[src/rtl/wb_stage.sv]
// Registered write-back select with load align/extend; rf write one cycle after acceptance.
// Backpressure: in_ready drops only while a selected accumulator result is pending (busy).
module wb_stage #(
    parameter int XLEN    = 32,
    parameter int RADDR_W = 5
) (
    input  logic               clk,
    input  logic               rst_n,
    input  logic               in_valid,
    output logic               in_ready,
    input  logic               in_we,
    input  logic [RADDR_W-1:0] in_rd,
    input  logic [2:0]         in_sel,
    input  logic [1:0]         in_ld_size,
    input  logic               in_ld_unsigned,
    input  logic [1:0]         in_addr_lo,
    input  logic [XLEN-1:0]    alu_data,
    input  logic [XLEN-1:0]    mem_data,
    input  logic [XLEN-1:0]    imm_data,
    input  logic [XLEN-1:0]    acc1_data,
    input  logic [XLEN-1:0]    acc2_data,
    input  logic               acc1_valid,
    input  logic               acc2_valid,
    output logic               rf_we,
    output logic [RADDR_W-1:0] rf_waddr,
    output logic [XLEN-1:0]    rf_wdata,
    output logic               wb_err,
    output logic               busy
);

    typedef enum logic {IDLE, WAIT_ACC} state_t;

    localparam logic [2:0] SEL_ALU  = 3'd0;
    localparam logic [2:0] SEL_MEM  = 3'd1;
    localparam logic [2:0] SEL_IMM  = 3'd2;
    localparam logic [2:0] SEL_ACC1 = 3'd3;
    localparam logic [2:0] SEL_ACC2 = 3'd4;

    state_t state, state_nxt;

    logic               lat_we;
    logic               lat_acc2;
    logic [RADDR_W-1:0] lat_rd;
    logic               lat_load;

    logic               wr_load;
    logic               wr_we;
    logic               wr_err;
    logic [RADDR_W-1:0] wr_addr;
    logic [XLEN-1:0]    wr_data;

    logic [7:0]         ld_byte;
    logic [15:0]        ld_half;
    logic [31:0]        ld_word;
    logic [XLEN-1:0]    ld_ext;
    logic               ld_misaligned;
    logic               pend_valid;

    // Lanes are always taken from the low 32 bits, also on a 64-bit datapath.
    always_comb begin
        ld_byte = 8'h00;
        ld_half = 16'h0000;
        ld_word = mem_data[31:0];
        case (in_addr_lo)
            2'd0:    ld_byte = mem_data[7:0];
            2'd1:    ld_byte = mem_data[15:8];
            2'd2:    ld_byte = mem_data[23:16];
            default: ld_byte = mem_data[31:24];
        endcase
        ld_half = in_addr_lo[1] ? mem_data[31:16] : mem_data[15:0];
        case (in_ld_size)
            2'b00:   ld_ext = in_ld_unsigned ? {{(XLEN-8){1'b0}}, ld_byte}
                                             : {{(XLEN-8){ld_byte[7]}}, ld_byte};
            2'b01:   ld_ext = in_ld_unsigned ? {{(XLEN-16){1'b0}}, ld_half}
                                             : {{(XLEN-16){ld_half[15]}}, ld_half};
            default: ld_ext = in_ld_unsigned ? {{(XLEN-32){1'b0}}, ld_word}
                                             : {{(XLEN-32){ld_word[31]}}, ld_word};
        endcase
        case (in_ld_size)
            2'b00:   ld_misaligned = 1'b0;
            2'b01:   ld_misaligned = in_addr_lo[0];
            default: ld_misaligned = (in_addr_lo != 2'd0);
        endcase
    end

    assign in_ready   = rst_n & (state == IDLE);
    assign busy       = (state == WAIT_ACC);
    assign pend_valid = lat_acc2 ? acc2_valid : acc1_valid;

    always_ff @(posedge clk or negedge rst_n) begin
        if (!rst_n) begin
            state <= IDLE;
        end else begin
            state <= state_nxt;
        end
    end

    always_comb begin
        state_nxt = state;
        lat_load  = 1'b0;
        wr_load   = 1'b0;
        wr_we     = 1'b0;
        wr_err    = 1'b0;
        wr_addr   = in_rd;
        wr_data   = '0;
        case (state)
            IDLE: begin
                if (in_valid) begin
                    wr_load = 1'b1;
                    wr_we   = in_we && (in_rd != '0);
                    case (in_sel)
                        SEL_ALU: wr_data = alu_data;
                        SEL_IMM: wr_data = imm_data;
                        SEL_MEM: begin
                            wr_data = ld_ext;
                            if (ld_misaligned) begin
                                wr_we  = 1'b0;
                                wr_err = 1'b1;
                            end
                        end
                        SEL_ACC1: begin
                            if (acc1_valid) begin
                                wr_data = acc1_data;
                            end else begin
                                wr_load   = 1'b0;
                                wr_we     = 1'b0;
                                lat_load  = 1'b1;
                                state_nxt = WAIT_ACC;
                            end
                        end
                        SEL_ACC2: begin
                            if (acc2_valid) begin
                                wr_data = acc2_data;
                            end else begin
                                wr_load   = 1'b0;
                                wr_we     = 1'b0;
                                lat_load  = 1'b1;
                                state_nxt = WAIT_ACC;
                            end
                        end
                        default: begin
                            wr_we  = 1'b0;
                            wr_err = 1'b1;
                        end
                    endcase
                end
            end
            WAIT_ACC: begin
                if (pend_valid) begin
                    wr_load   = 1'b1;
                    wr_we     = lat_we && (lat_rd != '0);
                    wr_addr   = lat_rd;
                    wr_data   = lat_acc2 ? acc2_data : acc1_data;
                    state_nxt = IDLE;
                end
            end
            default: state_nxt = IDLE;
        endcase
    end

    always_ff @(posedge clk or negedge rst_n) begin
        if (!rst_n) begin
            rf_we    <= 1'b0;
            wb_err   <= 1'b0;
            rf_waddr <= '0;
            rf_wdata <= '0;
            lat_we   <= 1'b0;
            lat_acc2 <= 1'b0;
            lat_rd   <= '0;
        end else begin
            rf_we  <= wr_we;
            wb_err <= wr_err;
            if (wr_load) begin
                rf_waddr <= wr_addr;
                rf_wdata <= wr_data;
            end
            if (lat_load) begin
                lat_we   <= in_we;
                lat_rd   <= in_rd;
                lat_acc2 <= (in_sel == SEL_ACC2);
            end
        end
    end

endmodule

[config.mk]
export PLATFORM = sky130hd
export DESIGN_NAME = wb_stage
export DESIGN_NICKNAME = d
export VERILOG_FILES = /design/src/rtl/wb_stage.sv
export SDC_FILE = /design/constraint.sdc
export NUM_CORES = 1
export LEC_CHECK = 0
export ABC_AREA = 1
export CORE_ASPECT_RATIO = 1.4
export CORE_MARGIN = 3
export CORE_UTILIZATION = 45
export DETAILED_ROUTE_END_ITERATION = 10
export DONT_BUFFER_PORTS = 1
export GPL_TIMING_DRIVEN = 1
export PLACE_DENSITY_LB_ADDON = 0.3
export RECOVER_POWER = 100
export SLEW_MARGIN = 10
export SYNTH_ARGS = -nofsm -noshare
export SYNTH_HDL_FRONTEND = slang
export SYNTH_SLANG_ARGS = --single-unit
[constraint.sdc]
create_clock -name clk -period 1.9 [get_ports clk]
set_input_delay 0.38 -clock clk [delete_from_list [all_inputs] [get_ports clk]]
set_output_delay 0.38 -clock clk [all_outputs]
set_load 0.05 [all_outputs]
# --- After elaboration in Yosys (flattened, before gate mapping) ---
# Index checks and enable logic that the tools add are counted.
word_totals:
  regBits: 47
  inputBits: 179
  output_inout_bits: 41
  wordCells: 67
classes:
  n_eq_ne: 7
  n_mux: 40
  n_bitwise: 2
  reduce_logical: 10
op_table:
  columns: ["operator", "count"]
  rows:
  - ["32-bit two-way mux", 7]
  - ["32-bit one-hot mux with 5 select lines", 1]
  - ["32-bit one-hot mux with 2 select lines", 2]
  - ["8-bit one-hot mux with 3 select lines", 1]
  - ["1-bit two-way mux", 18]
  - ["16-bit two-way mux", 1]
  - ["1-bit one-hot mux with 2 select lines", 7]
  - ["5-bit two-way mux", 2]
  - ["5-bit nonzero test", 2]
  - ["3-bit by 2-bit == test with 1-bit output, second input constant", 2]
  - ["2-bit by 1-bit == test with 1-bit output, second input constant", 2]
  - ["2-bit zero test", 2]
  - ["1-bit one-hot mux with 4 select lines", 1]
  - ["4-bit OR reduction", 1]
  - ["3-bit by 1-bit == test with 1-bit output, second input constant", 1]
  - ["3-bit == test, second input constant", 1]
  - ["3-bit zero test", 1]
  - ["2-bit == test, second input constant", 1]
  - ["1-bit logical AND", 2]
  - ["2-bit nonzero test", 1]
  - ["2-bit OR reduction", 1]
  - ["1-bit AND", 1]
  - ["1-bit NOT", 1]

# --- Depth between registers and ports, before layout ---
depth:
  word_depth: 7
  mapped_depth: 11
  depth_no_buf: 10

# --- Worst setup path after synthesis ---
# Ideal clock, no wire load.
synth_path:
  path_type: "flip-flop to output port"
  from: "register state, in the netlist busy"
  to: "output in_ready"
  arrival_ps: 1314
  required_time_ps: 1520
  slack_ps: 206
  stages_incl_launch_ff: 2
  path_buffers: 0
  cell_sequence: "dfrtp_1 nor2_1"
synth_via:
  elab_chain_len: 2
synth_rtl:
  columns: ["item", "line", "source"]
  rows:
  - ["start: declaration", "39", "state_t state, state_nxt;"]
  - ["start signal: assignment", "94", "state <= state_nxt;"]
  - ["1-bit NOT", null, null]
  - ["1-bit AND", "86", "assign in_ready = rst_n & (state == IDLE);"]
  - ["end: declaration", "10", "output logic in_ready,"]
# No other way between the ends.

# --- Worst setup path after layout ---
layout_path:
  from: "register lat_acc2"
  to: "register rf_wdata[9]"
layout_via:
  elab_chain_len: 3
  elab_cells_between_ends: 6
  classes_between: "mux (6)"
layout_rtl:
  columns: ["item", "line", "source"]
  rows:
  - ["start: declaration", "42", "logic lat_acc2;"]
  - ["start signal: assignment", "180", "lat_acc2 <= (in_sel == SEL_ACC2);"]
  - ["32-bit two-way mux or 1-bit two-way mux (tied branches)", "153, 88", null]
  - ["32-bit two-way mux or 1-bit two-way mux (tied branches)", "149", "if (pend_valid) begin"]
  - ["32-bit one-hot mux with 2 select lines or 1-bit one-hot mux with 2 select lines (tied branches)", "106", "case (state)"]
  - ["end signal: assignment", "175", "rf_wdata <= wr_data;"]
  - ["end: declaration", "26", "output logic [XLEN-1:0] rf_wdata,"]
# Several ways; a longest one is shown, not always the timed one.
# A chain may end at the register's enable or synchronous reset.

==> impl_metrics.json <==
{
  "status": "complete, no violations",
  "end_kind": "register",
  "met1_length_microns": 5960,
  "r2r-start": "lat_acc2",
  "drtIter0Drc": 340,
  "cts_buffers": 5,
  "dieArea_sq_mm": 0.0112,
  "worst_pin_slew_ps": 541,
  "h-tree-depth": 2,
  "yosys-top-cells-area": "nand2_1 (31%), dfrtp_1 (26%), nand3_1 (9.5%)",
  "chipHeight_microns": 124,
  "worst_path_dominant_cell_family": "buffers and inverters",
  "grt_pass1_wl_microns": 25400,
  "power_density_mw_per_mm2": 762,
  "start_util_pct": 46.7,
  "remaining_drc_errors": 0,
  "wl_met2_microns": 8540,
  "fin_crit_sh_pct": 88.8,
  "critPathSlowestCell": "clkbuf_2",
  "path_buf_inv": 3,
  "holdWs_ps": 230,
  "slew_violations": 0,
  "first_pass_iters": 5,
  "synthArstFlopShare_pct": 100,
  "portBuffers": 0,
  "period_needed_ps": 1690,
  "overflow": 0,
  "met3_length_microns": 1590,
  "via_count": 5152,
  "fin_setup_tns_ps": 0,
  "pin_count": 220,
  "clockRootBuffer": "clkbuf_16",
  "cts_max_path_buffers": 2,
  "cp_cell_sequence": "o21ai_1, nand2_1, inv_2, clkbuf_2, o211ai_1, nand2_1, inv_1, nand2_1",
  "cts_sinks": 47,
  "routabilityCongestion": 0.909,
  "grt_pass1_vias": 4960,
  "clk_latency_ps": 300,
  "ys_top_cells_by_count": "nand2_1 (372), inv_1 (89), nand3_1 (85)",
  "r2r_cells": 8,
  "clk_pin_slew_ps": 70,
  "crit_top_cell": "nand2_1",
  "synth_most_common_cell": "nand2_1",
  "ys_ff_latch": 47,
  "synth_ff_type": "dfrtp_1",
  "min_path_cells": 1,
  "rr_endpoint": "rf_wdata[9]",
  "maxCapViolCount": 0,
  "synth_top_cell_area_share_pct": 31.3,
  "yosysUniqueCellTypes": 27,
  "r2r_setup_slack_ps": 210,
  "finalHoldViolations": 0,
  "hold_start": "in_we",
  "crit_required_ps": 2130,
  "synthesis.area_sq_mm": 0.00447,
  "antenna_found_initial": 0,
  "cts_tree": "done",
  "drtAntennaViolNets": 0,
  "worst_clock_skew_ps": 10.1,
  "leakage_nw": 2.66,
  "critPathMaxFanout": 25,
  "via_per_inst": 5.53,
  "synth-seq-area-share_pct": 26.3,
  "synth_area_leader_cell": "nand2_1",
  "nets": 977,
  "vdd_drop_max_v": 0.000356,
  "drive_above_1_share_pct": 5.76,
  "diodes": 0,
  "yosys_warnings": 0,
  "critPathLaunchType": "register",
  "hold_end": "lat_we",
  "synth_edf_count": 0,
  "place_hpwl_microns": 13000,
  "wl_microns": 16500,
  "track_usage_pct": 28.9,
  "slew_headroom_pct": 63.9,
  "postSynthAreaPerCell_sq_um": 5.51,
  "rsz0062_at_grt": "false",
  "netlist_instances": 811,
  "num_rows": 42,
  "syn_nets": 990,
  "min_path_type": "input port to register",
  "crit_type": "register to register",
  "core_area_sq_mm": 0.00956,
  "critPathMaxStageDelay_ps": 440,
  "die_w_microns": 90.2,
  "setup_viol": 0,
  "wl_per_cell_microns": 17.8,
  "syn2layout_area_growth_pct": 7.67,
  "cp.arrival_ps": 1920,
  "dr.max_layer_used": "met4",
  "max_clock_freq_ghz": 0.592,
  "grt_start_max_net_pins": 48
}
## per-stage QoR
stage / util [%] / total power [W] / worst slack [ps] / instances / instance area [sq um]
2_1_floorplan: - / 0.00238 / 206 / 811 / 4470
3_3_place_gp: 48.3 / 0.00256 / 267 / 921 / 4620
3_5_place_dp: 48.3 / 0.00259 / 212 / 921 / 4620
4_1_cts: 50.5 / 0.00369 / 324 / 931 / 4830
5_1_grt: 50.3 / 0.00387 / 119 / 931 / 4810
6_report: 50.3 / 0.00367 / 212 / 931 / 4810
## metal layers
| metal | up-vias | track usage [%] |
|---|---|---|
| met3 | 33 | 7.98 |
| met1 | 2378 | 31.1 |
| li1 | 2504 | - |
| met5 | - | 0 |
| met4 | 0 | 10.8 |
| met2 | 237 | 54.2 |
## worst reg2reg max path, delay by kind of cell (launching register included)
family,cells,cell delay [ps]
buf+inv,3,550
simple gates,3,280
compound gates,2,380
flops,1,430
## repair_timing
action | in CTS | in global routing
setup buffers | 0 | 0
hold buffers | 2 | 0
resized for setup | 0 | 0
endpoints found under the hold margin | 47 | 0
## state kept, by name (all words and copies together), names as in the netlist
name	flops
lat_acc2	1
busy	1
lat_we	1
lat_rd	5
rf_wdata	32
rf_we	1
rf_waddr	5
wb_err	1
## placed cells by master (no fill, tap or decap)
cell and n:
clkbuf_16 5, a21oi_1 41, dlygate4sd3_1 1, nand3b_1 1, clkinv_2 1, clkbuf_8 1, o21ai_0 25, buf_12 2
nand3_1 86, o211ai_1 32, mux2_2 1, nor2_2 5, nand3_2 3, dfrtp_1 46, o31ai_1 1, or3_1 1
or2_0 1, nand2_2 1, o21ai_1 3, nand2_1 372, clkbuf_1 1, o21a_1 1, buf_4 15, inv_2 6
bufinv_16 1, clkinv_1 8, buf_16 1, nor2_1 42, clkbuf_2 3, o311ai_0 1, dfrtp_2 1, inv_1 89
nand4_1 1
## worst max path at each step
stage                          from      endpoint  depth (start not counted)
after floorplan                busy      in_ready                          1
after global placement    in_sel[2]   rf_wdata[6]                          8
after detailed placement  in_sel[0]   rf_waddr[3]                          8
after CTS                      busy      in_ready                          3
after global routing       lat_acc2  rf_wdata[29]                          8
final                      lat_acc2   rf_wdata[9]                          8
## final cells by class
cell class	instances	area [sq um]
Fill cell	1053	4750
Multi-Input combinational cell	618	2700
Sequential cell	47	1180
Inverter	103	387
Timing Repair Buffer	23	209
Tap cell	132	165
Clock buffer	6	139
Clock inverter	2	35.0
## report_power, final
part / total, W / switching, W / internal (W)
Combinational: 0.000814 / 0.000533 / 0.000282
Clock: 0.00107 / 0.000413 / 0.000656
Sequential: 0.00178 / 0.000622 / 0.00116
## cells by family after synthesis
| logic type | count (synthesis) | synth area share [%] |
|---|---|---|
| and+or+nand+nor | 513 | 46.5 |
| AOI/OAI and AO/OA | 104 | 13.6 |
| muxes | 1 | 0.252 |
| DFF | 47 | 26.3 |
| buffers and inverters | 146 | 13.3 |
Power figures use the tool's default switching activity.
